$ cat src/rtl/onoff_mon_pkg.sv
// onoff_mon_pkg: shared state type, default record layout and saturating increment for the ON-run monitor.
package onoff_mon_pkg;
  localparam int REC_W = 8;
  typedef enum logic {OFF = 1'b0, ON = 1'b1} state_t;
  typedef struct packed {
    logic             timeout;
    logic [REC_W-1:0] len;
  } rec_t;
  function automatic logic [31:0] sat_inc(input logic [31:0] v, input logic [31:0] max);
    return (v >= max) ? max : v + 32'd1;
  endfunction
endpackage

$ cat src/rtl/onoff_rec_slot.sv
// onoff_rec_slot: single-entry valid/ready holding register; a load into a stalled full slot is dropped and flagged.
module onoff_rec_slot #(
  parameter int W = 9
) (
  input  logic         clk,
  input  logic         areset_n,
  input  logic         i_load,
  input  logic [W-1:0] i_rec,
  input  logic         i_ready,
  input  logic         i_clr_ovf,
  output logic         o_valid,
  output logic [W-1:0] o_rec,
  output logic         o_overflow
);
  logic         r_valid;
  logic [W-1:0] r_rec;
  logic         r_ovf;
  logic         w_drop;
  assign w_drop = i_load && r_valid && !i_ready;
  always_ff @(posedge clk or negedge areset_n) begin
    if (!areset_n) begin
      r_valid <= 1'b0;
      r_rec   <= '0;
      r_ovf   <= 1'b0;
    end else begin
      r_valid <= i_load || (r_valid && !i_ready);
      if (i_load && !w_drop) r_rec <= i_rec;
      // a drop in the same cycle as a clear keeps the flag set
      r_ovf   <= w_drop || (r_ovf && !i_clr_ovf);
    end
  end
  assign o_valid    = r_valid;
  assign o_rec      = r_rec;
  assign o_overflow = r_ovf;
endmodule

$ cat src/rtl/onoff_run_monitor.sv
// onoff_run_monitor: measures each ON interval of level_in, emits a length record and raises a live timeout alarm.
module onoff_run_monitor
  import onoff_mon_pkg::*;
#(
  parameter int CNT_W   = 8,
  parameter int TIMEOUT = 200
) (
  input  logic             clk,
  input  logic             areset_n,
  input  logic             level_in,
  output logic             rec_valid,
  input  logic             rec_ready,
  output logic [CNT_W-1:0] rec_len,
  output logic             rec_timeout,
  output logic             alarm,
  output logic             overflow,
  input  logic             clr_ovf
);
  localparam logic [CNT_W-1:0] CNT_MAX = '1;
  localparam logic [CNT_W-1:0] TO      = CNT_W'(TIMEOUT);
  state_t           r_state, w_state_nxt;
  logic [CNT_W-1:0] r_cnt, w_cnt_nxt, w_cnt_inc;
  logic             w_emit;
  logic [CNT_W:0]   w_rec;
  assign w_cnt_inc = CNT_W'(sat_inc(32'(r_cnt), 32'(CNT_MAX)));
  always_comb begin
    w_state_nxt = level_in ? ON : OFF;
    w_cnt_nxt   = !level_in ? '0 : (r_state == ON) ? w_cnt_inc : CNT_W'(1);
    w_emit      = (r_state == ON) && !level_in;
  end
  always_ff @(posedge clk or negedge areset_n) begin
    if (!areset_n) begin
      r_state <= OFF;
      r_cnt   <= '0;
    end else begin
      r_state <= w_state_nxt;
      r_cnt   <= w_cnt_nxt;
    end
  end
  assign alarm = (r_state == ON) && (r_cnt >= TO);
  onoff_rec_slot #(.W(CNT_W + 1)) u_slot (
    .clk       (clk),
    .areset_n  (areset_n),
    .i_load    (w_emit),
    .i_rec     ({r_cnt >= TO, r_cnt}),
    .i_ready   (rec_ready),
    .i_clr_ovf (clr_ovf),
    .o_valid   (rec_valid),
    .o_rec     (w_rec),
    .o_overflow(overflow)
  );
  assign rec_len     = w_rec[CNT_W-1:0];
  assign rec_timeout = w_rec[CNT_W];
endmodule
$ cat config.mk
export PLATFORM = sky130hd
export DESIGN_NAME = onoff_run_monitor
export DESIGN_NICKNAME = d
export VERILOG_FILES = /design/src/rtl/onoff_mon_pkg.sv /design/src/rtl/onoff_rec_slot.sv /design/src/rtl/onoff_run_monitor.sv
export SDC_FILE = /design/constraint.sdc
export NUM_CORES = 1
export LEC_CHECK = 0
export ABC_AREA = 1
export CAP_MARGIN = 10
export CORE_MARGIN = 4
export CORE_UTILIZATION = 50
export CTS_BUF_LIST = sky130_fd_sc_hd__clkbuf_16
export DETAILED_ROUTE_END_ITERATION = 10
export HOLD_SLACK_MARGIN = 0.1
export PLACE_DENSITY = 0.77
export SYNTH_ARGS = -nofsm -noshare
export SYNTH_HDL_FRONTEND = slang
export SYNTH_SLANG_ARGS = --single-unit
$ cat constraint.sdc
create_clock -name clk -period 1.5 [get_ports clk]
set_clock_uncertainty 0.1 [all_clocks]
set_input_delay 0.225 -clock clk [delete_from_list [all_inputs] [get_ports clk]]
set_output_delay 0.225 -clock clk [all_outputs]
set_load 0.01 [all_outputs]
After elaboration in Yosys (flattened, before gate mapping)
Index checks and enable logic that the tools add are counted.
- memory bits (read-only): 0
- bits in latches: 0
- output and inout bits: 12
- logic and storage cells: 25
- memories kept: 0
- register bits after elaboration: 20
- RAM bits: 0
- add/sub/neg operators: 1
- muxes and demuxes: 4
- divide/modulo/power cells: 0
- order comparisons: 2
- $mul: 0
- reductions and logical operators: 13
- shift operators: 0
- bitwise gates (word level): 0
- equal/unequal tests: 0
- operators with widths (kind ; number):
    two-way mux 8 bit ; 3
    >= comparator 8 bit, second input constant ; 2
    adder 8 x 1 -> 8 bit, second input constant ; 1
    logical AND 1 bit ; 7
    zero test 1 bit ; 4
    logical OR 1 bit ; 2
    two-way mux 1 bit ; 1

Logic depth before layout (Yosys ltp)
Gate-level depths: netlist of the first run.
- depth after elaboration: 6
- gate-level depth with buffers: 7

Modules after synthesis
From an unflattened synthesis of the first run, not the netlist that was laid out.
- cells, all modules: 107
- area, all modules: 933.4 um^2
- modules (own cells, without submodules) (module ; sequential area each (um^2) ; area each (um^2) ; cells each ; times used):
    onoff_run_monitor ; 225.2 ; 483.0 ; 60 ; 1
    onoff_rec_slot ; 275.3 ; 450.4 ; 47 ; 1

Least setup slack after synthesis of the first run
No wires, ideal clock.
- kind: reg2reg
- start point: reg r_cnt[0]
- end point: reg r_cnt[7]
- cell stages (with the launch flop): 8
- data arrival time: 1004 ps
- path buffers: 0
- required time: 1277 ps
- path slack: 274 ps
- library setup time: 123 ps
- path through: dfrtp_1 ha_1 nand3_2 inv_2 nand2_4 nand2_1 nor2_1 nor2_1
- word-level cells in the longest chain between the ends: 4
- elaborated cells on any way between the ends: 5
- classes of those cells: 1 x add/sub; 1 x order compare; 3 x mux
- RTL lines (item ; line ; text):
    from (decl) ; onoff_run_monitor.sv:22 ; logic [CNT_W-1:0] r_cnt, w_cnt_nxt, w_cnt_inc;
    from (signal assigned) ; onoff_run_monitor.sv:37 ; r_cnt <= w_cnt_nxt;
    adder 8 x 1 -> 8 bit / >= comparator 8 bit (equally long branches) ; onoff_mon_pkg.sv:10 ; return (v >= max) ? max : v + 32'd1;
    two-way mux 8 bit * ; onoff_mon_pkg.sv:10 ;
    two-way mux 8 bit * (2 in a row) ; onoff_run_monitor.sv:28 ; w_cnt_nxt = !level_in ? '0 : (r_state == ON) ? w_cnt_inc : CNT_W'(1);
    net w_cnt_nxt[7] ; onoff_run_monitor.sv:22 ;
Mark *: on every way through the listed nets, which the timed path passes. The rest lies on a longest branch.
A chain may end at the register's enable or synchronous reset.

Worst setup path after layout of the first run
- start point: reg u_slot.r_valid (netlist: u_slot.o_valid)
- end point: out rec_valid
- RTL lines (item ; line ; text):
    from (decl) ; onoff_rec_slot.sv:15 ; logic r_valid;
    from (signal assigned) ; onoff_rec_slot.sv:26 ; r_valid <= i_load || (r_valid && !i_ready);
    to (decl) ; onoff_run_monitor.sv:11 ; output logic rec_valid,
No word-level cell between the ends.

==> results of run 1 <==
-- sequential cells by signal, summed over array words and instances, names as in the netlist --
register / flops
u_slot.o_valid: 1
u_slot.o_overflow: 1
u_slot.o_rec: 9
r_cnt: 8
r_state: 1
-- cell usage in the layout, fill, tap and decap left out, types with 3 or more instances in the layout --
master            n
buf_4            13
nand3_1           7
inv_2             3
o21ai_2           6
dlymetal6s2s_1    5
clkdlybuf4s50_1  10
clkbuf_16         3
nor2_1           12
nand2_1          20
a21oi_1           5
dfrtp_1          20
inv_1            10
-- where the power goes --
group          internal [mW]  total, mW  switching [mW]
registers              0.556      0.567          0.0110
logic                 0.0504      0.109          0.0587
clock network          0.529      0.725           0.196
total                   1.14       1.40           0.265
-- through the flow --
step	hold WS, ns	instance area [µm²]	power (mW)	TNS, ns	worst slack [ns]
3_3_place_gp	0.357	1210	0.685	0	0.00960
5_1_grt	0.234	1330	1.47	0	0.000393
3_5_place_dp	0.367	1210	0.687	-0.0328	-0.0328
2_1_floorplan	-0.171	940	0.625	0	0.274
4_1_cts	0.220	1310	1.42	0	0.00509
6_report	0.217	1330	1.40	0	0.0416
-- cell type report --
class	instances	area [µm²]	share of cell area (%)
clock buffers	3	75.1	5.64
clock inverters	1	30.0	2.26
inverters	13	48.8	3.67
multi-input cells	66	379	28.5
flip-flops and latches	20	500	37.6
well taps	25	31.3	2.35
repair buffers	29	265	19.9
-- layer usage --
| layer | share of wire (%) | GRT usage (%) | vias to the layer above | wire (µm) |
|---|---|---|---|---|
| li1 | - | - | 381 | - |
| met1 | 42 | 19.6 | 372 | 851 |
| met2 | 49 | 27.9 | 23 | 984 |
| met3 | 5.9 | 6.71 | 6 | 119 |
| met4 | 2.5 | 9.61 | 0 | 50 |
| met5 | 0 | 0 | - | 0 |
-- repair_timing --
| item | CTS | global route |
|---|---|---|
| setup endpoints to repair | 1 | 6 |
| pin swaps | 1 | 0 |
| setup buffers | 0 | 1 |
| resized for setup | 5 | 5 |
-- kinds of logic (layout without fill, tap and decap cells) --
family | count (synthesis) | after routing
buffers and inverters | 14 | 46
AND/OR/NAND/NOR | 47 | 47
flip-flops | 20 | 20
adder cells (fa/ha/maj) | 2 | 2
AO/OA/AOI/OAI | 14 | 14
XOR/XNOR | 3 | 3
-- worst paths after layout --
check	slack, ns	end	start
setup / recovery	0.04	rec_valid	u_slot.o_valid
hold / removal	0.22	u_slot.o_rec[7]	areset_n
setup reg to reg	0.11	r_cnt[7]	r_cnt[0]
hold reg to reg	0.37	u_slot.o_rec[6]	u_slot.o_rec[6]
max in group asynchronous	0.88	r_cnt[6]	areset_n
min in group clk	0.37	u_slot.o_rec[6]	u_slot.o_rec[6]
==> qor.csv, run 1 <==
metric,value,unit
drt total wl,2000,µm
IO Count,17,
status,completed,
Max Freq,686,MHz
Final Cycle Share,97.2,%
CP peak stage delay,0.54,ns
number of synthesized flops with an enable pin,0,
count of final setup violators,0,
CTS Sinks,20,
Synth Area in Compound Gates,10.1,%
LEAKAGE,0.720,nW
wire per inst,12.8,µm
pin count of the biggest net entering global routing,21,
mux share of post-synthesis cell area,0,%
Critical Path RT,1.17,ns
Die ar.,0.00264,mm²
Rows,15,
vias in the first global route,736,
critical path's top delay family,buffers and inverters,
Worst Path Max Fanout,2,
IO Port Bufs,16,
power density cells,1050,mW/mm²
Critical Path Stages,1,
#FFs+latches synth,20,
worst-margin pin slew,0.257,ns
first-pass GRT wire length,3220,µm
initial core utilization,53.8,%
"Cell Area, Synth",940,µm²
total track usage,17.3,%
Worst Path Arrival,1.13,ns
Ys Warns,0,
Crit. End Element,output pin,
CP max stage cell,clkdlybuf4s50_1,
cts hold-fix bufs,0,
dpl cells,152,
CTS tree,built,
starting DRC count in detailed routing,19,
Mean Syn Cell Area,9.40,µm²
crit path kind,flip-flop to output pin,
prevailing post-synth register cell,dfrtp_1,
cts bufs inserted,3,
die height,51.4,µm
asr flop ratio synth,100,%
slew margin rel.,82.9,%
total grt overflow,0,
Post-Synth Adder-Cell Area,2.66,%
share of cells above drive strength 1,26.5,%
DR pass1 iterations,4,
"Reg clk slew, reported paths",0.06,ns
Vias/cell,4.98,
H-Tree Depth,1,
Layout Utilization,76.2,%
placed wire-length estimate,1380,µm
sequential cell area fraction in the yosys report,53.3,%
Root Driver,clkbuf_16,
Chip Width,51.4,µm
crit-path cells,clkdlybuf4s50_1,
CP Launch Type,flip-flop,
GP Congestion,0.785,
unrepaired setup endpoints after global routing,false,
Yosys top cell area share,53.3,%
Max-Cap Viols,0,
Worst VDD drop,0.00122,V
"Hold Violations, Final",0,
Netlist cell types,19,
R2R cell count,7,
fillers,126,
Synth Instances,100,
Hold Crit Class,input pin to asynchronous set/reset pin,
P&R area growth vs syn,41.5,%
Max Slew Vio Count,0,
CTS Buffer Depth,2,
Post-Synth Simple-Gate Area,24.8,%
initial antenna violation count,0,
XOR/XNOR Fraction of Synth Area,2.80,%
syn nets,107,
Synth area leader,dfrtp_1,
clock latency on the worst-skew pair,0.25,ns
synth top area cells,"dfrtp_1 53%, nand2_1 8.0%, o21ai_2 5.6%",
"antenna viol nets, final",0,
ANT cells,0,
Synth top cells by count,"20 x dfrtp_1, 20 x nand2_1, 12 x nor2_1, 11 x inv_1, 7 x nand3_1",
via count,782,
fin cells,157,
Core Region,0.00175,mm²
largest family of logic cells by synthesized area,simple AND/OR/NAND/NOR gates,
CP bufs+invs,1,
min Tclk post-route,1.46,ns
DRC Markers,0,
Final #Nets,140,
(Power assumes the default switching activity.)
==> inputs of run 2 (changes only) <==
Settings changed: SLEW_MARGIN set to 25.
==> results of run 2 <==
Same layout as run 1: the final DEF is identical, and so are final timing and power.
